--- src/rtl/intr_vec_ctrl_if.sv ---
// Register-strobe, cause-input and per-vector request/ack bundle for intr_vec_ctrl.
// master = software/bus side plus message generator; slave = the controller.
interface intr_vec_ctrl_if #(
  parameter int NUM_SRC = 32,
  parameter int NUM_VEC = 4,
  parameter int ITR_W   = 16
);
  localparam int SRC_W = $clog2(NUM_SRC);
  localparam int VEC_W = $clog2(NUM_VEC);

  logic [NUM_SRC-1:0] src_req_i;
  logic [NUM_SRC-1:0] reg_wdata_i;
  logic               icr_get_i;
  logic               icr_clr_i;
  logic               ics_set_i;
  logic               ims_set_i;
  logic               imc_set_i;
  logic               itr_set_i;
  logic [VEC_W-1:0]   itr_idx_i;
  logic [ITR_W-1:0]   itr_val_i;
  logic               ivar_set_i;
  logic [SRC_W-1:0]   ivar_src_i;
  logic [VEC_W-1:0]   ivar_vec_i;
  logic [NUM_SRC-1:0] icr_o;
  logic [NUM_SRC-1:0] ims_o;
  logic [NUM_VEC-1:0] vec_req_o;
  logic [NUM_VEC-1:0] vec_ack_i;

  modport master (
    output src_req_i, reg_wdata_i, icr_get_i, icr_clr_i, ics_set_i,
           ims_set_i, imc_set_i, itr_set_i, itr_idx_i, itr_val_i,
           ivar_set_i, ivar_src_i, ivar_vec_i, vec_ack_i,
    input  icr_o, ims_o, vec_req_o
  );

  modport slave (
    input  src_req_i, reg_wdata_i, icr_get_i, icr_clr_i, ics_set_i,
           ims_set_i, imc_set_i, itr_set_i, itr_idx_i, itr_val_i,
           ivar_set_i, ivar_src_i, ivar_vec_i, vec_ack_i,
    output icr_o, ims_o, vec_req_o
  );
endinterface

--- src/rtl/intr_vec_ctrl.sv ---
// Multi-vector interrupt controller: sticky causes, mask, cause->vector map, per-vector ITR holdoff.
// Define INTR_AUTOCLR_EN to clear a vector's mapped causes when its message is acknowledged.
module intr_vec_ctrl #(
  parameter int NUM_SRC       = 32,
  parameter int NUM_VEC       = 4,
  parameter int ITR_W         = 16,
  parameter int CLK_PERIOD_NS = 8,
  parameter int TICK_NS       = 256
) (
  input logic            clk_i,
  input logic            rst_ni,
  intr_vec_ctrl_if.slave bus
);
  localparam int SRC_W       = $clog2(NUM_SRC);
  localparam int VEC_W       = $clog2(NUM_VEC);
  localparam int TICK_CYCLES = TICK_NS / CLK_PERIOD_NS;
  localparam int PRE_W       = (TICK_CYCLES > 1) ? $clog2(TICK_CYCLES) : 1;

  typedef enum logic [1:0] {ST_IDLE, ST_ASSERT, ST_HOLDOFF} vec_state_e;

  logic [NUM_SRC-1:0]              icr_reg, icr_next;
  logic [NUM_SRC-1:0]              ims_reg, ims_next;
  logic [VEC_W-1:0]                map_reg [NUM_SRC];
  logic [ITR_W-1:0]                itr_reg [NUM_VEC];
  logic [PRE_W-1:0]                pre_reg, pre_next;
  logic                            tick;
  logic [NUM_VEC-1:0][NUM_SRC-1:0] route;
  logic [NUM_VEC-1:0]              pend;
  logic [NUM_VEC-1:0]              ack_take;

  // Shared ITR time base; every vector counts the same ticks.
  assign tick     = (pre_reg == PRE_W'(TICK_CYCLES - 1));
  assign pre_next = tick ? '0 : pre_reg + PRE_W'(1);

`ifdef INTR_AUTOCLR_EN
  logic [NUM_SRC-1:0] autoclr_mask;

  always_comb begin
    autoclr_mask = '0;
    for (int v = 0; v < NUM_VEC; v++) begin
      if (ack_take[v]) begin
        autoclr_mask = autoclr_mask | route[v];
      end
    end
  end
`endif

  always_comb begin
    icr_next = icr_reg;
    if (bus.icr_get_i) begin
      icr_next = '0;
    end else if (bus.icr_clr_i) begin
      icr_next = icr_reg & ~bus.reg_wdata_i;
    end else if (bus.ics_set_i) begin
      icr_next = icr_reg | bus.reg_wdata_i;
    end
`ifdef INTR_AUTOCLR_EN
    icr_next = icr_next & ~autoclr_mask;
`endif
    // A cause arriving alongside any clear is never lost.
    icr_next = icr_next | bus.src_req_i;
  end

  always_comb begin
    ims_next = ims_reg;
    if (bus.ims_set_i) begin
      ims_next = ims_reg | bus.reg_wdata_i;
    end else if (bus.imc_set_i) begin
      ims_next = ims_reg & ~bus.reg_wdata_i;
    end
  end

  always_ff @(posedge clk_i or negedge rst_ni) begin
    if (!rst_ni) begin
      icr_reg <= '0;
      ims_reg <= '0;
      pre_reg <= '0;
    end else begin
      icr_reg <= icr_next;
      ims_reg <= ims_next;
      pre_reg <= pre_next;
    end
  end

  // Map entries reset to round-robin so every cause has a home before software configures it.
  always_ff @(posedge clk_i or negedge rst_ni) begin
    if (!rst_ni) begin
      for (int i = 0; i < NUM_SRC; i++) begin
        map_reg[i] <= VEC_W'(i % NUM_VEC);
      end
      for (int v = 0; v < NUM_VEC; v++) begin
        itr_reg[v] <= '0;
      end
    end else begin
      for (int i = 0; i < NUM_SRC; i++) begin
        if (bus.ivar_set_i && (bus.ivar_src_i == SRC_W'(i))) begin
          map_reg[i] <= bus.ivar_vec_i;
        end
      end
      for (int v = 0; v < NUM_VEC; v++) begin
        if (bus.itr_set_i && (bus.itr_idx_i == VEC_W'(v))) begin
          itr_reg[v] <= bus.itr_val_i;
        end
      end
    end
  end

  assign bus.icr_o = icr_reg;
  assign bus.ims_o = ims_reg;

  generate
    for (genvar gi = 0; gi < NUM_VEC; gi++) begin : g_vec
      vec_state_e       state_reg, state_next;
      logic [ITR_W-1:0] cnt_reg, cnt_next;

      for (genvar gs = 0; gs < NUM_SRC; gs++) begin : g_route
        assign route[gi][gs] = (map_reg[gs] == VEC_W'(gi));
      end

      assign pend[gi]          = |(icr_reg & ims_reg & route[gi]);
      assign ack_take[gi]      = (state_reg == ST_ASSERT) && bus.vec_ack_i[gi];
      assign bus.vec_req_o[gi] = (state_reg == ST_ASSERT);

      always_ff @(posedge clk_i or negedge rst_ni) begin
        if (!rst_ni) begin
          state_reg <= ST_IDLE;
          cnt_reg   <= '0;
        end else begin
          state_reg <= state_next;
          cnt_reg   <= cnt_next;
        end
      end

      always_comb begin
        state_next = state_reg;
        cnt_next   = cnt_reg;
        case (state_reg)
          ST_IDLE: begin
            if (pend[gi]) begin
              state_next = ST_ASSERT;
            end
          end
          ST_ASSERT: begin
            // Ack outranks a same-cycle pend drop, so the holdoff still applies.
            if (ack_take[gi]) begin
              if (itr_reg[gi] == '0) begin
                state_next = ST_IDLE;
              end else begin
                state_next = ST_HOLDOFF;
                cnt_next   = itr_reg[gi];
              end
            end else if (!pend[gi]) begin
              state_next = ST_IDLE;
            end
          end
          ST_HOLDOFF: begin
            if (cnt_reg == '0) begin
              state_next = ST_IDLE;
            end else if (tick) begin
              cnt_next = cnt_reg - ITR_W'(1);
            end
          end
          default: state_next = ST_IDLE;
        endcase
      end
    end
  endgenerate
endmodule

--- src/flat_wrapper.sv ---
// flat-port wrapper written by rule: the top's interface ports become plain ports
module intr_vec_ctrl_flat 
#(
  parameter int NUM_SRC       = 32,
  parameter int NUM_VEC       = 4,
  parameter int ITR_W         = 16,
  parameter int CLK_PERIOD_NS = 8,
  parameter int TICK_NS       = 256
)
  (clk_i, rst_ni, bus_src_req_i, bus_reg_wdata_i, bus_icr_get_i, bus_icr_clr_i, bus_ics_set_i, bus_ims_set_i, bus_imc_set_i, bus_itr_set_i, bus_itr_idx_i, bus_itr_val_i, bus_ivar_set_i, bus_ivar_src_i, bus_ivar_vec_i, bus_vec_ack_i, bus_icr_o, bus_ims_o, bus_vec_req_o);
  intr_vec_ctrl_if #(.NUM_SRC(NUM_SRC), .NUM_VEC(NUM_VEC), .ITR_W(ITR_W)) bus_i ();
  input logic clk_i;
  input logic rst_ni;
  input wire logic [$bits(bus_i.src_req_i)-1:0] bus_src_req_i;
  input wire logic [$bits(bus_i.reg_wdata_i)-1:0] bus_reg_wdata_i;
  input wire logic [$bits(bus_i.icr_get_i)-1:0] bus_icr_get_i;
  input wire logic [$bits(bus_i.icr_clr_i)-1:0] bus_icr_clr_i;
  input wire logic [$bits(bus_i.ics_set_i)-1:0] bus_ics_set_i;
  input wire logic [$bits(bus_i.ims_set_i)-1:0] bus_ims_set_i;
  input wire logic [$bits(bus_i.imc_set_i)-1:0] bus_imc_set_i;
  input wire logic [$bits(bus_i.itr_set_i)-1:0] bus_itr_set_i;
  input wire logic [$bits(bus_i.itr_idx_i)-1:0] bus_itr_idx_i;
  input wire logic [$bits(bus_i.itr_val_i)-1:0] bus_itr_val_i;
  input wire logic [$bits(bus_i.ivar_set_i)-1:0] bus_ivar_set_i;
  input wire logic [$bits(bus_i.ivar_src_i)-1:0] bus_ivar_src_i;
  input wire logic [$bits(bus_i.ivar_vec_i)-1:0] bus_ivar_vec_i;
  input wire logic [$bits(bus_i.vec_ack_i)-1:0] bus_vec_ack_i;
  output wire logic [$bits(bus_i.icr_o)-1:0] bus_icr_o;
  output wire logic [$bits(bus_i.ims_o)-1:0] bus_ims_o;
  output wire logic [$bits(bus_i.vec_req_o)-1:0] bus_vec_req_o;
  assign bus_i.src_req_i = bus_src_req_i;
  assign bus_i.reg_wdata_i = bus_reg_wdata_i;
  assign bus_i.icr_get_i = bus_icr_get_i;
  assign bus_i.icr_clr_i = bus_icr_clr_i;
  assign bus_i.ics_set_i = bus_ics_set_i;
  assign bus_i.ims_set_i = bus_ims_set_i;
  assign bus_i.imc_set_i = bus_imc_set_i;
  assign bus_i.itr_set_i = bus_itr_set_i;
  assign bus_i.itr_idx_i = bus_itr_idx_i;
  assign bus_i.itr_val_i = bus_itr_val_i;
  assign bus_i.ivar_set_i = bus_ivar_set_i;
  assign bus_i.ivar_src_i = bus_ivar_src_i;
  assign bus_i.ivar_vec_i = bus_ivar_vec_i;
  assign bus_i.vec_ack_i = bus_vec_ack_i;
  assign bus_icr_o = bus_i.icr_o;
  assign bus_ims_o = bus_i.ims_o;
  assign bus_vec_req_o = bus_i.vec_req_o;
  intr_vec_ctrl #(.NUM_SRC(NUM_SRC), .NUM_VEC(NUM_VEC), .ITR_W(ITR_W), .CLK_PERIOD_NS(CLK_PERIOD_NS), .TICK_NS(TICK_NS)) u_core (.clk_i(clk_i), .rst_ni(rst_ni), .bus(bus_i));
endmodule
--- config.mk ---
export PLATFORM = sky130hd
export DESIGN_NAME = intr_vec_ctrl_flat
export DESIGN_NICKNAME = d
export VERILOG_FILES = /design/src/rtl/intr_vec_ctrl_if.sv /design/src/rtl/intr_vec_ctrl.sv /design/src/flat_wrapper.sv
export SDC_FILE = /design/constraint.sdc
export NUM_CORES = 1
export LEC_CHECK = 0
export BUFFER_PORTS_ARGS = -buffer_cell sky130_fd_sc_hd__buf_2
export CORE_MARGIN = 1.5
export CORE_UTILIZATION = 45
export CTS_CLUSTER_DIAMETER = 80
export DETAILED_ROUTE_END_ITERATION = 8
export HOLD_SLACK_MARGIN = 0.06
export SYNTH_ARGS = -nofsm -noshare
export SYNTH_HDL_FRONTEND = slang
export SYNTH_SLANG_ARGS = --single-unit
--- constraint.sdc ---
create_clock -name clk_i -period 3.9 [get_ports clk_i]
set_input_delay 0.585 -clock clk_i [delete_from_list [all_inputs] [get_ports clk_i]]
set_output_delay 0.585 -clock clk_i [all_outputs]
set_load 0.05 [all_outputs]
**Word-level counts from Yosys, hierarchy flattened**

Index checks and enable logic that the tools add are counted.

- Reductions and logical operators: 103
- Bitwise operators: 11
- Muxes and demuxes: 50
- Eq/ne operators: 167
- $add $sub $neg: 5

Operators with widths:

| kind | number |
|---|---|
| $mux W16 | 16 |
| $and A32 B32 Y32 | 7 |
| $mux W32 | 5 |
| $eq A2 B2 Y1 const B | 70 |
| $logic_not A16 Y1 | 8 |
| $pmux W16 S2 | 4 |
| $reduce_or A32 Y1 | 4 |
| $or A32 B32 Y32 | 3 |
| $eq A5 B5 Y1 const B | 17 |
| $eq A2 B1 Y1 const B | 37 |
| $logic_not A2 Y1 | 37 |
| $sub A16 B1 Y16 const B | 4 |
| $eq A5 B4 Y1 const B | 8 |
| $logic_and A1 B1 Y1 | 40 |
| $mux W2 | 20 |
| $ne A2 B1 Y1 const B | 16 |
| $not A32 Y32 | 1 |
| $pmux W2 S3 | 4 |
| $eq A5 B3 Y1 const B | 4 |
| $reduce_and A5 Y1 | 4 |
| $ne A2 B2 Y1 const B | 8 |
| $ne A3 B3 Y1 const B | 4 |
| $reduce_and A3 Y1 | 4 |
| $eq A5 B2 Y1 const B | 2 |
| other kinds (5) | 9 |

- Word-level logic and storage cells: 383
- Register bits: 269
- Output and inout bits: 68
- Input port bits: 102

**Depth between registers and ports, before layout**

- Word-level depth: 6
- Depth in mapped cells: 9
- Gate-level depth less buffers: 8

**Worst setup path before layout**

OpenSTA, ideal clock, no wires.

- Path kind: reg2reg
- Start point: register u_core.g_vec[1].cnt_reg[0]
- End point: register u_core.g_vec[1].cnt_reg[13]
- Cell stages (with the launch flop): 7
- Path buffers: 0
- Period minus slack after synthesis: 2319 ps
- Data required time: 3779 ps
- Setup time: 121 ps
- Arrival time: 2198 ps
- Setup slack: 1581 ps
- Path through: dfrtp_1 or3_4 or4_4 or3_4 or3_1 o22a_1 o22a_1

- Longest elaborated chain between the ends: 4
- Elaborated cells between the ends (all ways): 7
- Classes of those cells: 1 x add/sub; 1 x eq/ne; 3 x mux; 2 x reduce/logical

RTL lines:

| element | line | source |
|---|---|---|
| from (decl) | intr_vec_ctrl.sv:114 | `logic [ITR_W-1:0] cnt_reg, cnt_next;` |
| from (signal assigned) | intr_vec_ctrl.sv:130 | `cnt_reg <= cnt_next;` |
| $sub A16 B1 Y16 | intr_vec_ctrl.sv:160 | `cnt_next = cnt_reg - ITR_W'(1);` |
| $mux W16 | intr_vec_ctrl.sv:159 | `end else if (tick) begin` |
| $mux W16 | intr_vec_ctrl.sv:157 | `if (cnt_reg == '0) begin` |
| $pmux W16 S2 | intr_vec_ctrl.sv:137 | `case (state_reg)` |

Parallel ways exist; a longest one is shown, timed or not. The select of a mux whose other input is x is not followed.
A chain may end at the register's enable or synchronous reset.

**Worst setup path after layout**

- Start point: register u_core.g_vec[0].cnt_reg[8]
- End point: register u_core.g_vec[0].cnt_reg[15]

- Longest elaborated chain between the ends: 4
- Elaborated cells between the ends (all ways): 7
- Classes of those cells: 1 x add/sub; 1 x eq/ne; 3 x mux; 2 x reduce/logical

RTL lines:

| element | line |
|---|---|
| from (decl) | intr_vec_ctrl.sv:114 |
| from (signal assigned) | intr_vec_ctrl.sv:130 |
| $sub A16 B1 Y16 | intr_vec_ctrl.sv:160 |
| $mux W16 | intr_vec_ctrl.sv:159 |
| $mux W16 | intr_vec_ctrl.sv:157 |
| $pmux W16 S2 | intr_vec_ctrl.sv:137 |

Parallel ways exist; a longest one is shown, timed or not. The select of a mux whose other input is x is not followed.

==> results.yml <==
power_and_ir_drop:
  ir_worst_vdd_mv: 0.339
  leakage_nw: 6.98
  power_mw: 10.3
  powerDensity_nw_per_um2: 625
grt:
  grt_max_degree: 109
  overflow: 0
  grt_pass1_vias: 11000
  grt_antenna_before_repair: 2
  grt_pass1_wl_um: 63600
  grtUsageTotal: 0.246
synthesis:
  yosys_warnings: 0
  synth_xor_area_frac: 0.00124
  synth_edf_count: 0
  synth_seq_cells: 269
  synth_fp_nets: 1492
  muxShareOfSynthArea: 0.109
  postSynthAreaPerCell_um2: 10.3
  syn_area_um2: 14100
  synthFlopType: "dfrtp_1"
  synthesis.instances: 1368
  synth.distinct_cells: 64
  synth_top_family_by_area: "simple AND/OR/NAND/NOR gates"
  seq_area_frac_synth: 0.481
  synth-compound-area-share: 0.163
  synthArstFlopShare: 1.00
  synth_area_leader_cell: "dfrtp_1"
  synthSimpleGateAreaFrac: 0.198
  synth_top_area_share: 0.421
  synth.area.top_cells: "dfrtp_1, mux2_2, dfstp_2, a21oi_1, o22a_1"
  synth_fa_ha_area_frac: 0.0195
placed_design:
  port_buffers: 169
  placed_cells: 1886
  place.gp.congestion: 0.928
  dpl-instance-area_um2: 15300
  dp_hpwl_um: 29000
  pre_cts_ws_ns: 0.950
sta:
  period_needed_ns: 2.97
  max_freq_mhz: 337
  skew_ns: 0.00845
  worst_slew_pin_slew_ns: 1.08
  setup_tns_ns: 0
  rsz0062_at_grt: "false"
  drv_slew: 0
  hold_viol_final: 0
  slew-limit-headroom: 0.278
  period_share: 0.762
  setup_viol: 0
  setup_ws_ns: 0.928
  whs_ns: 0.103
cells_and_area:
  layout-drive-gt1-share: 0.289
  fin_cells: 1942
  synthToLayoutAreaGrowth_pct: 16.7
  finish.instance_area_um2: 16400
  finish.utilization: 0.536
  fin_nets: 1646
floorplan:
  core_area_um2: 30700
  rows: 64
  io_pins: 170
  initial_core_util: 0.459
  dieArea_um2: 32400
  die_h_um: 180
  die_w_um: 180
clock_tree:
  clkLatencyLatePin_ns: 0.55
  cts_buffers: 30
  h-tree-depth: 1
  cts_resized: 0
  cts_setup_buffers: 0
  cts.clk_slew.worst_paths_ns: 0.06
  cts.sinks: 269
  clockRootBuffer: "clkbuf_16"
  tritoncts: "built"
  hold_buffers: 0
  cts_max_path_buffers: 3
worst_setup_path:
  crit_type: "flip-flop to flip-flop"
  worstPathArrival_ns: 3.42
  endpoint_kind: "flip-flop"
  required_ns: 4.35
  start_kind: "flip-flop"
  cp_max_fo: 34
run_status:
  status: "completed"
detailed_routing:
  drc_errors: 0
  drtAntennaViolNets: 0
  first_pass_iters: 6
  vias: 11800
  vias_per_cell: 6.08
  wl_per_cell_um: 20.9
  routed_wirelength_um: 40600
  drtIter0Drc: 965
hold_path:
  hold_class: "primary input to async pin"
flow_run:
  maxCapViolations: 0
==> critical path, cell delays in order, from the launching register on <==
cell      delay [ns]
dfrtp_1         0.42
nor4_1          0.58
nand2b_1        0.25
o21ai_0         0.27
a221o_1         0.88
o21ai_0         0.21
a221oi_1        0.27
==> logic make-up (layout without fill, tap and decap cells) <==
| family | count (synthesis) | after routing |
|---|---|---|
| buffers and inverters | 104 | 281 |
| AOI/OAI and AO/OA | 337 | 337 |
| muxes | 137 | 137 |
| adders and majority gates | 22 | 22 |
| DFF | 269 | 269 |
| xor gates and xnor gates | 2 | 2 |
| other | 0 | 1 |
| and+or+nand+nor | 497 | 497 |
==> layout by cell type (no fill, tap or decap), types with 6 or more instances in the layout <==
cell and n:
dfrtp_1 237, buf_2 168, mux2_2 128, nand2_1 97, a21oi_1 90, nor2_1 87, nand3_1 49, o21ai_0 48
nand4_1 44, o22a_1 43, inv_1 42, nor4_1 39, nand4b_1 39, or2_2 37, a22o_1 33, a211oi_1 32
dfstp_2 32, clkbuf_16 31, nor3_1 27, nor4bb_1 24, a31oi_1 23, ha_1 22, o22ai_1 14, a41oi_1 11
buf_4 10, nor2b_1 9, mux2i_1 9, nand2b_1 8, and3_1 7, clkbuf_8 7, a2bb2oi_1 6, bufinv_16 6
==> per-layer routing <==
layer | track usage | share of wire | wire (um)
met5 | 0 | 0 | 0
met4 | 0.0613 | 0.022 | 907
met3 | 0.0411 | 0.058 | 2350
met2 | 0.357 | 0.42 | 17200
met1 | 0.378 | 0.49 | 20100
==> synth_stat cells, drive strengths merged (8+ instances only) <==
library cell	count
a41oi	11
nand4b	39
o21ai	49
nor4	39
ha	22
inv	42
a21oi	90
mux2i	9
nand2b	8
nand3	49
o22ai	14
nor2	87
dfstp	32
clkbuf	49
a31oi	23
a211oi	32
mux2	128
nor2b	9
nor3	27
nand4	44
buf	10
nand2	97
or3	9
a22o	33
nor4bb	24
dfrtp	237
o22a	45
or2	37
==> worst paths after layout <==
kind | startpoint | endpoint | slack [ns] | cells after the start
min reg2reg | u_core.pre_reg[0] | u_core.pre_reg[0] | 0.47 | 1
max in group asynchronous | rst_ni | u_core.map_reg[16] | 2.87 | 2
min | rst_ni | async pin | 0.10 | 1
min in group clk_i | bus_src_req_i[27] | u_core.bus.icr_o[27] | 0.22 | 2
max | u_core.g_vec[0].cnt_reg[8] | u_core.g_vec[0].cnt_reg[15] | 0.93 | 6
max reg2reg | u_core.g_vec[0].cnt_reg[8] | u_core.g_vec[0].cnt_reg[15] | 0.93 | 6
==> final cells by class <==
class / count / area [um2]
clock inverter: 13 / 224
multi-input combinational: 995 / 6920
antenna: 1 / 2.50
inverter: 45 / 169
timing repair buffer: 181 / 971
fill: 2763 / 14200
sequential: 269 / 6770
clock buffer: 42 / 887
tap: 396 / 495
==> power by group <==
| part | switching (mW) | internal (mW) |
|---|---|---|
| clock | 1.18 | 1.97 |
| sequential | 0.701 | 3.46 |
| combinational | 1.70 | 1.25 |
| total | 3.58 | 6.69 |
Power figures use the tool's default switching activity.
